## config.mk

```make
export PLATFORM = sky130hd
export DESIGN_NAME = simon_round_controller
export DESIGN_NICKNAME = d
export VERILOG_FILES = /design/src/rtl/simon_pkg.sv /design/src/rtl/simon_press_timer.sv /design/src/rtl/simon_round_controller.sv
export SDC_FILE = /design/constraint.sdc
export NUM_CORES = 1
export LEC_CHECK = 0
export CORE_MARGIN = 4
export CORE_UTILIZATION = 60
export DETAILED_ROUTE_END_ITERATION = 8
export DONT_BUFFER_PORTS = 1
export PLACE_DENSITY = 0.73
export SLEW_MARGIN = 10
export SYNTH_ARGS = -nofsm -noshare
export SYNTH_HDL_FRONTEND = slang
export SYNTH_SLANG_ARGS = --single-unit
```

## constraint.sdc

```tcl
create_clock -name clk -period 5.5 [get_ports clk]
set_clock_uncertainty 0.05 [all_clocks]
set_input_delay 1.1 -clock clk [delete_from_list [all_inputs] [get_ports clk]]
set_output_delay 1.1 -clock clk [all_outputs]
set_load 0.05 [all_outputs]
```

## src/rtl/simon_pkg.sv

```systemverilog
// Shared definitions for the Simon game blocks: state encoding, default
// sizing and the button-to-bit convention.
package simon_pkg;

    typedef enum logic [2:0] {
        IDLE  = 3'd0,
        FLASH = 3'd1,
        INPUT = 3'd2,
        MSG   = 3'd3
    } state_t;

    localparam int SEQ_LEN_DEFAULT = 8;
    localparam int TIMEOUT_DEFAULT = 200_000_000;

    // A right press enters a 1, a left press enters a 0.
    localparam logic BIT_RIGHT = 1'b1;
    localparam logic BIT_LEFT  = 1'b0;

endpackage

```

## src/rtl/simon_press_timer.sv

```systemverilog
// Per-press timeout counter: counts while enabled, flags the last allowed
// cycle, and restarts from zero whenever cleared.
module simon_press_timer
    import simon_pkg::*;
#(
    parameter int TIMEOUT_CYCLES = TIMEOUT_DEFAULT
) (
    input  logic clk,
    input  logic reset,
    input  logic clear,
    input  logic enable,
    output logic expired
);

    localparam int W = (TIMEOUT_CYCLES > 1) ? $clog2(TIMEOUT_CYCLES) : 1;
    localparam logic [W-1:0] LAST = W'(TIMEOUT_CYCLES - 1);

    logic [W-1:0] count;

    // NOTE: sequential state uses non-blocking (<=) so every register samples
    // pre-edge values; blocking here would create order-dependent simulation.
    always_ff @(posedge clk) begin
        if (reset || clear)
            count <= '0;
        else if (enable && count != LAST)
            count <= count + 1'b1;
    end

    assign expired = enable && (count == LAST);

endmodule

```

## src/rtl/simon_round_controller.sv

```systemverilog
// Multi-round Simon sequencer: latches the pattern, requests growing flash
// prefixes, checks player presses with a timeout, and reports win/lose.
module simon_round_controller
    import simon_pkg::*;
#(
    parameter int SEQ_LEN        = SEQ_LEN_DEFAULT,
    parameter int TIMEOUT_CYCLES = TIMEOUT_DEFAULT
) (
    input  logic       clk,
    input  logic       reset,
    input  logic       start_pressed,
    input  logic       right_pressed,
    input  logic       left_pressed,
    input  logic [7:0] rng_value,
    input  logic       flash_done,
    input  logic       msg_done,
    output logic       flash_start,
    output logic [2:0] flash_round,
    output logic [7:0] pattern,
    output logic       msg_start,
    output logic       msg_win,
    output logic       busy,
    output logic [2:0] state_dbg
);

    localparam logic [2:0] LAST_ROUND = 3'(SEQ_LEN - 1);

    state_t     state, state_next;
    logic [2:0] round, round_next;
    logic [2:0] idx, idx_next;
    logic [7:0] pattern_next;
    logic       win_next;
    logic       any_press, press_ok, expired;

    simon_press_timer #(.TIMEOUT_CYCLES(TIMEOUT_CYCLES)) u_timer (
        .clk     (clk),
        .reset   (reset),
        .clear   ((state != INPUT) || any_press),
        .enable  (state == INPUT),
        .expired (expired)
    );

    // Pressing both buttons at once is always a wrong answer.
    assign any_press = right_pressed || left_pressed;
    assign press_ok  = any_press && !(right_pressed && left_pressed) &&
                       ((right_pressed ? BIT_RIGHT : BIT_LEFT) == pattern[idx]);

    // NOTE: every variable gets a default before the case so no path leaves it
    // unassigned, which would otherwise infer a latch.
    always_comb begin
        state_next   = state;
        round_next   = round;
        idx_next     = idx;
        pattern_next = pattern;
        win_next     = msg_win;
        case (state)
            IDLE: if (start_pressed) begin
                pattern_next = rng_value;
                round_next   = '0;
                idx_next     = '0;
                state_next   = FLASH;
            end
            FLASH: if (flash_done) begin
                idx_next   = '0;
                state_next = INPUT;
            end
            INPUT: begin
                if (any_press) begin
                    if (!press_ok) begin
                        win_next   = 1'b0;
                        state_next = MSG;
                    end else if (idx != round) begin
                        idx_next = idx + 3'd1;
                    end else if (round == LAST_ROUND) begin
                        win_next   = 1'b1;
                        state_next = MSG;
                    end else begin
                        round_next = round + 3'd1;
                        state_next = FLASH;
                    end
                end else if (expired) begin
                    win_next   = 1'b0;
                    state_next = MSG;
                end
            end
            MSG: if (msg_done) state_next = IDLE;
            default: state_next = IDLE;
        endcase
    end

    // Outputs are registered from the next-state values so they line up with
    // the state they describe.
    always_ff @(posedge clk) begin
        if (reset) begin
            state       <= IDLE;
            round       <= '0;
            idx         <= '0;
            pattern     <= '0;
            msg_win     <= 1'b0;
            flash_start <= 1'b0;
            msg_start   <= 1'b0;
            busy        <= 1'b0;
            flash_round <= '0;
            state_dbg   <= '0;
        end else begin
            state       <= state_next;
            round       <= round_next;
            idx         <= idx_next;
            pattern     <= pattern_next;
            msg_win     <= win_next;
            flash_start <= (state_next == FLASH);
            msg_start   <= (state_next == MSG);
            busy        <= (state_next != IDLE);
            flash_round <= round_next;
            state_dbg   <= state_next;
        end
    end

endmodule

```

# == Yosys cells after proc, flatten, opt, wreduce, memory -nomap -nowiden ==
# Cells that the tools add are included.
# totals
register_bits,49
inputBits,15
# op_classes
add_sub_neg,3
magnitude_cmp,1
n_eq_ne,20
mux,28
n_reduce_logical,18
# op_table
op,count
2-to-1 mux 3 bit,16
adder 28 x 1 -> 28 bit (second input constant),1
equality test 28 bit (second input constant),1
inequality test 28 bit (second input constant),1
inequality test 2 bit (second input constant),7
case mux 3 bit (4 select lines),1
AND reduction 6 bit,2
equality test 3 x 2 -> 1 bit (second input constant),3
case mux 3 bit (3 select lines),1
2-to-1 mux 1 bit,7
adder 3 x 1 -> 3 bit (second input constant),2
equality test 3 x 1 -> 1 bit (second input constant),2
inequality test 3 x 2 -> 1 bit (second input constant),2
case mux 3 bit (2 select lines),1
nonzero test 3 bit,2
logical AND 1 bit,5
less-than comparator 3 x 4 -> 1 bit (second input constant),1
AND reduction 4 bit,1
nonzero test 2 bit,2
binary-select mux 1 bit (select 3 bit),1
equality test 3 bit (second input constant),1
logical NOT 3 bit,1
logical OR 1 bit,3
inequality test 3 bit,1
5 further kinds,5

# == Logic depth before layout (Yosys ltp) ==
# depth
depth_word,8
mapped_depth,7
mapped_depth_nobuf,7

# == Cells and area by module ==
# Synthesis repeated with hierarchy kept, for this count alone.
# hier_totals
cells_unflattened,295
area_unflattened_um2,2497.4
# modules_own_cells
mod,instances,cells_each,area_each_um2,seq_area_each_um2
simon_press_timer,1,163,1386.3,560.5
simon_round_controller,1,132,1111.1,420.4

# == Worst setup path before layout ==
# OpenSTA, ideal clock, no wires.
# synth_path
path_type,in2reg
start,input right_pressed
end,register flash_start
setup_ns,0.129
arrival_time_ns,2.450
setup_slack_ns,2.870
cell_stages,7
n_path_buf,0
cell_sequence,inv_1 > ha_1 > or4bb_1 > a31oi_1 > mux2i_1 > a31oi_1 > nor3b_1
# synth_via
elab_chain_len,8
elab_cells_between_ends,11
cone_classes,eq/ne (2); mux (4); reduce/logical (5)
# synth_rtl
item,line_no,rtl
start: declaration,simon_round_controller.sv:12,"input logic right_pressed,"
logical AND 1 bit,simon_round_controller.sv:45,assign press_ok = any_press && !(right_pressed && left_pressed) &&
logical NOT 1 bit,simon_round_controller.sv:45,
logical AND 1 bit (2 in a row),simon_round_controller.sv:45,
2-to-1 mux 3 bit,simon_round_controller.sv:69,if (!press_ok) begin
2-to-1 mux 3 bit *,simon_round_controller.sv:68,if (any_press) begin
case mux 3 bit (4 select lines) *,simon_round_controller.sv:56,case (state)
equality test 3 x 1 -> 1 bit *,simon_round_controller.sv:111,flash_start <= (state_next == FLASH);
end signal: assignment,simon_round_controller.sv:111,
end: declaration,simon_round_controller.sv:17,"output logic flash_start,"
# Every way passes the cells marked *; elsewhere a longest branch is shown, timed or not.
# A chain may end at the register's enable or synchronous reset.

# == Worst setup path after layout ==
# layout_path
start,register state[1]
end,register u_timer.count[15]
# layout_via
elab_chain_len,3
elab_cells_between_ends,5
cone_classes,eq/ne (2); reduce/logical (3)
# layout_rtl
item,line_no,rtl
start: declaration,simon_round_controller.sv:28,"state_t state, state_next;"
start signal: assignment,simon_round_controller.sv:106,state <= state_next;
inequality test 3 x 2 -> 1 bit,simon_round_controller.sv:38,".clear ((state != INPUT) || any_press),"
logical OR 1 bit,simon_round_controller.sv:38,
logical OR 1 bit,simon_press_timer.sv:23,if (reset || clear)
end signal: assignment,simon_press_timer.sv:26,count <= count + 1'b1;
end: declaration,simon_press_timer.sv:18,logic [W-1:0] count;
# Several ways; a longest one is shown, not always the timed one.

==> impl_metrics.csv <==
group,metric,value,unit
setup_path,cp.required,5670,ps
setup_path,cp_slowest_cell,"dfxtp_1",
drt,first_pass_iters,4,
global_route,grt_use_total,0.208,
clocking,cts_hold_buf,0,
timing,final-setup-viol-count,0,
drt,ant_nets,0,
yosys,yosysSeqAreaShare,0.353,
finish,antennaDiodeCount,0,
yosys,yosysWarnings,0,
clocking,cts.clk_slew.worst_paths,90,ps
run_status,status,"complete, no violations",
setup_path,critPathMaxFanout,13,
power_and_ir_drop,ir_drop,0.146,mV
drt,routed_wirelength,5850,um
yosys,async_flop_share,0,
floorplan,die_area,0.00578,mm^2
floorplan,start_util,0.629,
setup_path,crit_path_end,"u_timer.count[15]$_SDFFE_PP0P_",
global_route,grt_pass1_wl,10300,um
setup_path,crit_path_start,"state[1]$_SDFF_PP0_",
clocking,cts-root-buf,"clkbuf_8",
floorplan,fp.coreArea,0.00441,mm^2
setup_path,reg2reg_to,"u_timer.count[15]$_SDFFE_PP0P_",
place,place_area,0.00276,mm^2
timing,timing.slew.headroom,0.379,
timing,rsz0062_at_grt,"false",
clocking,numCtsBuffers,5,
yosys,synthFlopType,"dfxtp_1",
setup_path,cp_slowest_stage_delay,850,ps
power_and_ir_drop,p_leak,0.890,nW
setup_path,cp_cell_sequence,"nor3b_2, and3_1, nand2_1, or4_1, a21oi_1",
finish,final_nets,342,
drt,via_per_inst,6.48,
clocking,cts_sinks,49,
yosys,avgSynthCellArea,8.38,um^2
timing,min_period_over_period,0.557,
place,dp.final_hpwl,4270,um
place,placedCellCount,367,
floorplan,io_pins,33,
clocking,cts_tree,"yes",
setup_path,crit_cells,5,
finish,final_cells,375,
setup_path,end_kind,"flop",
global_route,grt_pass1_vias,2270,
timing,min_period,3060,ps
finish,mostFrequentLayoutCells,"dfxtp_1, nand2_1, a21oi_1, nor2_1, nand3_1",
floorplan,die_h,76.0,um
global_route,grt-ovfl-total,0,
setup_path,crit_family,"simple AND/OR/NAND/NOR gates",
power_and_ir_drop,p_per_area,237,mW/mm^2
yosys,synth_seq_cells,49,
setup_path,r2r_start,"state[1]$_SDFF_PP0_",
place,portBuffers,0,
finish,drive_above_1_share,0.0557,
timing,fmax,326,MHz
floorplan,num_rows,24,
setup_path,crit_type,"reg2reg",
timing,tightest_slew,932,ps
setup_path,critPathBufInv,0,
floorplan,die_w,76.0,um
drt,drt_first_iter_violations,190,
clocking,cts_buffer_depth,2,
timing,drv_slew,0,
clocking,postCtsSetupRepairBufs,0,
drt,wl_per_cell,15.6,um
global_route,grt_max_degree,28,
setup_path,crit_arrival,3240,ps
drt,num_vias,2431,
min_path,hold_path_class,"reg2reg",
timing,hold_viol_final,0,
place,gp_congestion,0.857,
setup_path,r2r_setup_slack,2440,ps
finish,areaGrowthSynthToFinish,3.88,%
clocking,post_cts_resized,0,
flow_run,max_cap_viol_count,0,
clocking,cts_htree_levels,2,
finish,layout_commonest_cell,"dfxtp_1",
yosys,synth_edf_count,0,
global_route,antenna_found_initial,0,
yosys,yosysUniqueCellTypes,56,
yosys,synthesis.nets,351,
timing,tns,0,ps
yosys,synth_area,0.00278,mm^2
setup_path,r2r_cells,5,
clocking,insertion_delay,310,ps
finish,final_cell_area,0.00288,mm^2
drt,drc_errors,0,
setup_path,cp-start-kind,"flop",
power_and_ir_drop,p_total,0.000683,W
yosys,synthCells,331,
## routing by layer
layer  track usage  share of wire  vias up
met1         0.250           0.43     1145
li1              -              -     1226
met4        0.0676          0.014        0
met2         0.355           0.50       51
met5             0              0        -
met3        0.0556          0.054        9
## Yosys cell counts (2+ instances only)
master     count  area (um^2)
dfxtp_1       49          981
nand2_1       37          139
a21oi_1       29          145
nor2_1        26         97.6
nand3_1       16         80.1
o31ai_1       13         97.6
or4_1         13         97.6
clkbuf_1      11         41.3
xnor2_1       10         87.6
and3_1         9         56.3
inv_1          8         30.0
nand4_1        8         50.1
or3_1          6         37.5
ha_1           5         62.6
nand2b_1       5         31.3
nor2b_1        5         31.3
a221o_1        4         40.0
and4_1         4         35.0
mux2i_1        4         40.0
o21ai_0        4         20.0
o21ai_1        4         20.0
a211oi_1       3         22.5
a31oi_1        3         18.8
mux2_4         3         45.0
nand4b_1       3         26.3
nor3_1         3         15.0
nor3b_1        3         22.5
nor4b_1        3         26.3
nor4bb_1       3         30.0
o211ai_1       3         22.5
a2111oi_0      2         17.5
a211o_1        2         17.5
and2_1         2         12.5
buf_2          2         10.0
buf_6          2         22.5
nand3b_1       2         15.0
nor4_1         2         12.5
xor2_1         2         17.5
## logic make-up (layout without fill, tap and decap cells)
kind of cell | count (synthesis) | after routing | synth area share
simple gates | 158 | 158 | 0.328
compound gates | 72 | 72 | 0.167
mux | 10 | 10 | 0.0509
other cells | 1 | 1 | 0.00135
flops | 49 | 49 | 0.353
fa+ha+maj | 5 | 5 | 0.0225
xor+xnor | 12 | 12 | 0.0379
buf+inv | 24 | 16 | 0.0388
## worst register-to-register path, cell delays in order, from the launching register on
cell	delay, ps
dfxtp_1	850
nor3b_2	800
and3_1	310
nand2_1	260
or4_1	580
a21oi_1	150
## registers in the layout, summed over array words and instances, names as in the netlist, 3 cells and up
register	flops
idx	3
pattern	8
round	3
state	3
u_timer.count	28
## metrics by stage
| step | hold slack (ps) | worst slack [ps] | util |
|---|---|---|---|
| final | 429 | 2440 | 0.653 |
| after global routing | 480 | 2270 | 0.653 |
| after CTS | 434 | 2410 | 0.653 |
| after detailed placement | 424 | 2430 | 0.626 |
| after global placement | 415 | 2530 | 0.626 |
| after floorplan | 398 | 2870 | - |
## final cells by class
| type | instances | area [um^2] |
|---|---|---|
| clock buffers | 6 | 82.6 |
| well taps | 52 | 65.1 |
| inverters | 8 | 30.0 |
| clock inverters | 2 | 37.5 |
| flip-flops and latches | 49 | 981 |
| fillers | 383 | 1530 |
| multi-input cells | 258 | 1690 |
## power breakdown
group          switching [W]  internal (W)
clock               0.000122      0.000148
combinational      0.0000181     0.0000138
sequential         0.0000215      0.000359
total               0.000162      0.000521
## how the worst min path moves through the flow
stage | startpoint | endpoint | slack (ps) | cells past startpoint
after global routing | u_timer.count[7]$_SDFFE_PP0P_ | u_timer.count[7]$_SDFFE_PP0P_ | 480 | 2
after global placement | u_timer.count[7]$_SDFFE_PP0P_ | u_timer.count[7]$_SDFFE_PP0P_ | 420 | 2
after CTS | u_timer.count[7]$_SDFFE_PP0P_ | u_timer.count[7]$_SDFFE_PP0P_ | 430 | 2
after floorplan | u_timer.count[7]$_SDFFE_PP0P_ | u_timer.count[7]$_SDFFE_PP0P_ | 400 | 2
final | u_timer.count[7]$_SDFFE_PP0P_ | u_timer.count[7]$_SDFFE_PP0P_ | 430 | 2
after detailed placement | u_timer.count[7]$_SDFFE_PP0P_ | u_timer.count[7]$_SDFFE_PP0P_ | 420 | 2
Power figures use the tool's default switching activity.
==> patch 1, RTL diff (same flow settings) <==
Change the package constant `TIMEOUT_DEFAULT` from 200_000_000 to 800_000_000.
--- a/src/rtl/simon_pkg.sv
+++ b/src/rtl/simon_pkg.sv
@@ -10,7 +10,7 @@
     } state_t;
 
     localparam int SEQ_LEN_DEFAULT = 8;
-    localparam int TIMEOUT_DEFAULT = 200_000_000;
+    localparam int TIMEOUT_DEFAULT = 800_000_000;
 
     // A right press enters a 1, a left press enters a 0.
     localparam logic BIT_RIGHT = 1'b1;
Check against the original RTL: no difference found for any inputs over 10 cycles, from zero or initial values and one cycle with reset high; that may be too few to reach the edited logic, so the function may still have changed.
==> patch 1 against the unedited design <==
- sequential cell count grew 2
- worst setup slack improved by 0.17 ns
- routed wire length fell by 22%
- area after synthesis down 11%
- synthesized cell count is 14% lower
- design area shrank 12%
- total power fell by 10%
- sequential power up 3%
- critical endpoint is now u_timer.count[27]
==> patch 1: results (changes against the unedited design) <==
Setup path
  • Worst R2R End: u_timer.count[27]
  • Critical path peak fanout: 10 (-3)
  • FF-to-FF setup slack: 2.61 ns (+0.17 ns)
  • FF-to-FF path depth: 6 (+1)
  • CP max stage delay: 0.78 ns (-0.07 ns)
  • Slowest CP cell: dfxtp_1

Yosys
  • Synth cell types: 39 (-30%)
  • Sequential element share of the synthesized area: 0.414 (+0.0603)
  • Synth top area cells: dfxtp_1 (41%), xor2_1 (6.0%), nand2_1 (5.6%)
  • Synthesized net count: 305 (-13%)
  • Synth cell count leaders: dfxtp_1 (51), nand2_1 (37), nor2_1 (37)

STA
  • Final period util: 0.526 (-0.0310)
  • Worst slew pin tran: 0.994 ns (+0.0616 ns)

Clock tree
  • Worst-path clk slew: 0.08 ns
  • Postcts setup bufs: 0 (unchanged)

Power and ir drop
  • Sw frac: 0.237 (-0.000316)
  • Pint: 0.000468 W (-10%)
  • Combinational share of power: 0.037 (-0.010)
  • Leakage power: 0.804 nW (-9.7%)
  • Flop+latch power: 0.000393 W (+3%)

Placement
  • Routability cong.: 0.807 (-5.8%)
  • Detail Placement HPWL: 3240 um (-24%)

Drt
  • Initial DRC Count: 113 (-41%)
  • Routed wire per std cell: 13.9 um (-11%)
  • Drt via density: 5.77 (-11%)
  • Top layer in use: met4
  • DR WL met2: 1930 um (-34%)
  • Routed wl met3: 255 um (-20%)

Global routing
  • All-Layer GR Usage: 0.193 (-0.0142)
  • First-pass GRT wire length: 8120 um (-21%)
  • Pin count of the biggest net entering global routing: 31 (+11%)
  • Vias in the first global route: 1769 (-22%)
  • Grt met3 use: 0.0582 (+0.00262)
  • Met2 Usage GRT: 0.279 (-0.0762)

Status
  • Outcome: complete, no violations

Cells and area
  • # nets final: 301 (-12%)
  • Fillers: 380 (-0.78%)
  • Top Registers: u_timer.count (30), pattern (8)
  • Share of post-route cells with drive strength above 1: 0.0571 (+0.00142)

Min path
  • Hold_sp: u_timer.count[27]
  • Worst Hold End: u_timer.count[27]
-- patch 1: final cells by class --
class | instances | area (um^2) | area share
well taps | 50 | 62.6 | 0.0245
repair buffers | 1 | 7.51 | 0.00295
multi-input cells | 217 | 1370 | 0.536
clock buffers | 6 | 72.6 | 0.0285
flip-flops and latches | 51 | 1020 | 0.401
inverters | 5 | 18.8 | 0.00736
-- patch 1: logic make-up after synthesis --
group | after synthesis | synth area share
AND/OR/NAND/NOR | 142 | 0.304
adder cells (fa/ha/maj) | 5 | 0.0254
other | 1 | 0.00152
buffers and inverters | 17 | 0.0325
multiplexers | 7 | 0.0360
flip-flops | 51 | 0.414
AO/OA/AOI/OAI | 30 | 0.0730
XOR/XNOR | 32 | 0.114
-- patch 1: worst max-delay path by stage --
stage,startpoint,endpoint,cells past startpoint
2_1_floorplan,right_pressed,round[0],8
3_3_place_gp,right_pressed,round[0],7
3_5_place_dp,right_pressed,round[0],7
4_1_cts,state[1],u_timer.count[27],6
5_1_grt,state[1],u_timer.count[27],6
6_report,state[1],u_timer.count[27],6
-- patch 1: stage by stage --
| stage | instance area [um^2] | hold slack (ns) | cells |
|---|---|---|---|
| after global placement | 2480 | 0.445 | 324 |
| after CTS | 2550 | 0.470 | 330 |
| final | 2550 | 0.466 | 330 |
| after detailed placement | 2480 | 0.451 | 324 |
| after global routing | 2550 | 0.515 | 330 |
| after floorplan | 2470 | 0.422 | 285 |
-- patch 1: critical path, delay by kind of cell (launching register included) --
kind | cells | cell delay (ns)
AND/OR/NAND/NOR | 5 | 1.77
flip-flops | 1 | 0.78
XOR/XNOR | 1 | 0.15
==> patch 2, RTL diff (same settings) <==
Without the edit above. Remove the register `busy`: a continuous assignment takes its place, so the output `busy` follows one clock earlier.
--- a/src/rtl/simon_round_controller.sv
+++ b/src/rtl/simon_round_controller.sv
@@ -99,7 +99,6 @@
             msg_win     <= 1'b0;
             flash_start <= 1'b0;
             msg_start   <= 1'b0;
-            busy        <= 1'b0;
             flash_round <= '0;
             state_dbg   <= '0;
         end else begin
@@ -110,11 +109,12 @@
             msg_win     <= win_next;
             flash_start <= (state_next == FLASH);
             msg_start   <= (state_next == MSG);
-            busy        <= (state_next != IDLE);
             flash_round <= round_next;
             state_dbg   <= state_next;
         end
     end
 
+    assign busy = (state_next != IDLE);
+
 endmodule
 
Behaviour: not the same (Yosys sat finds a counterexample within 4 cycles, from zero or initial values and one cycle with reset high).
==> patch 2 against the unedited design <==
- total power grew 10%
- design area shrank 5.3%
- non-clock buffer count grew 2
- combinational power grew 7.2%
- sequential power shrank 2%
- routed wire length shrank 6.3%
- worst setup slack lost 1.1 ns
- synthesized cell count shrank 7.3%
- sequential cell count shrank 1
- area after synthesis shrank 7.9%
==> patch 2: results (changes against the unedited design) <==
STA
  • Worst slew margin: 0.192 (-0.186)
  • Final setup fails: 0 (unchanged)

Yosys
  • Syn. warnings: 0 (unchanged)
  • Sequential element share of the synthesized area: 0.376 (+0.0226)
  • Synth cell count leaders: dfxtp_1 (48), nand2_1 (36), a21oi_1 (25)
  • Synth top area cells: dfxtp_1 (38%), nand2_1 (5.3%), a21oi_1 (4.9%)
  • Synth cell types: 48 (-14%)
  • Ys flop type: dfxtp_1
  • Post-synth ARST share: 0 (unchanged)
  • Synthesized net count: 327 (-6.8%)

Placement
  • PortBufs: 0 (unchanged)
  • Detail Placement HPWL: 3850 um (-9.7%)
  • Routability cong.: 0.799 (-6.7%)

Cells and area
  • Share of post-route cells with drive strength above 1: 0.0594 (+0.00368)
  • # nets final: 322 (-5.8%)
  • Top Registers: u_timer.count (28), pattern (8)
  • Antenna cells: 0 (unchanged)

Status
  • Outcome: complete, no violations

Drt
  • Initial DRC Count: 193 (+1.6%)
  • Drt total wl: 5480 um (-6.3%)
  • Vias: 2252 (-7.4%)
  • Total iterations of the first detailed-routing run: 4 (unchanged)

Clock tree
  • Postcts setup bufs: 0 (unchanged)
  • Worst-Skew Late Latency: 0.30 ns
  • Worst-path clk slew: 0.09 ns (about the same)
  • Root Driver: clkbuf_8
  • Max H-tree Level: 2 (unchanged)
  • Number of CTS-inserted buffers: 5 (unchanged)
  • PostCTS Resize Cnt: 0 (unchanged)
  • Longest Clk Path Bufs: 2 (unchanged)

Global routing
  • Vias in the first global route: 2062 (-9.2%)
  • First-pass GRT wire length: 9170 um (-11%)
  • All-Layer GR Usage: 0.215 (+0.00759)
  • Pin count of the biggest net entering global routing: 29 (+3.6%)
  • Initial antenna violation count: 0 (unchanged)

Setup path
  • Arr. time, crit path: 3.01 ns (-0.23 ns)
  • Critical path peak fanout: 14 (+1)

Power and ir drop
  • Max rail drop VDD: 201 uV (+38%)
  • Leakage power: 0.941 nW (+5.8%)

Min path
  • HP Class: reg2reg
patch 2: cell count changes after synthesis, moves of 7 or more:
cell | before | now
xor2_1 | 2 | 9
o21ai_0 | 4 | 12
nor2_1 | 26 | 14
xnor2_1 | 10 | 0
patch 2: through the flow:
stage	worst slack, ns	power (W)	instances	util	area [um^2]
after floorplan	2.09	0.000410	307	-	2550
after global placement	1.81	0.000413	345	0.634	2570
after detailed placement	1.71	0.000414	345	0.634	2570
after CTS	1.37	0.000756	353	0.673	2730
after global routing	1.04	0.000780	353	0.673	2730
final	1.34	0.000753	353	0.673	2730
patch 2: per-layer routing:
metal  vias to the layer above  global-route usage  wire [um]
met5                         -                   0          0
met4                         0              0.0553         31
met3                         4              0.0588        236
met2                        52               0.369       2690
met1                      1050               0.265       2520
li1                       1146                   -          -
patch 2: final timing paths:
path                                  startpoint                end  slack, ns  cells past startpoint
worst max-delay path                    state[1]               busy       1.34                      5
worst min-delay path            u_timer.count[4]   u_timer.count[4]       0.45                      2
worst max register to register          state[1]  u_timer.count[26]       2.51                      5
worst min register to register  u_timer.count[4]   u_timer.count[4]       0.45                      2
patch 2: cells by family after synthesis:
logic type	Yosys count	synth area share
AO/OA/AOI/OAI	69	0.172
XOR/XNOR	9	0.0309
adder cells (fa/ha/maj)	5	0.0245
buffers and inverters	23	0.0367
flip-flops	48	0.376
multiplexers	10	0.0495
other	1	0.00147
AND/OR/NAND/NOR	142	0.309
patch 2: area by class of cell:
type,count,area [um^2]
clock buffers,5,68.8
clock inverters,3,90.1
fillers,343,1330
inverters,9,33.8
multi-input cells,236,1500
flip-flops and latches,48,961
well taps,50,62.6
repair buffers,2,15.0
patch 2: critical path, cell delays in order, from the launching register on:
cell and delay (ns):
dfxtp_1 0.83, nor3b_2 0.76, nand4_1 0.15, o21ai_0 0.37, o22ai_1 0.20, nand2_1 0.39
patch 2: where the power goes:
part            total, W  leakage [nW]  internal, W  switching, W
clock network   0.000347        0.0784     0.000227      0.000119
registers       0.000372         0.388     0.000352     0.0000202
logic          0.0000342         0.475    0.0000123     0.0000219
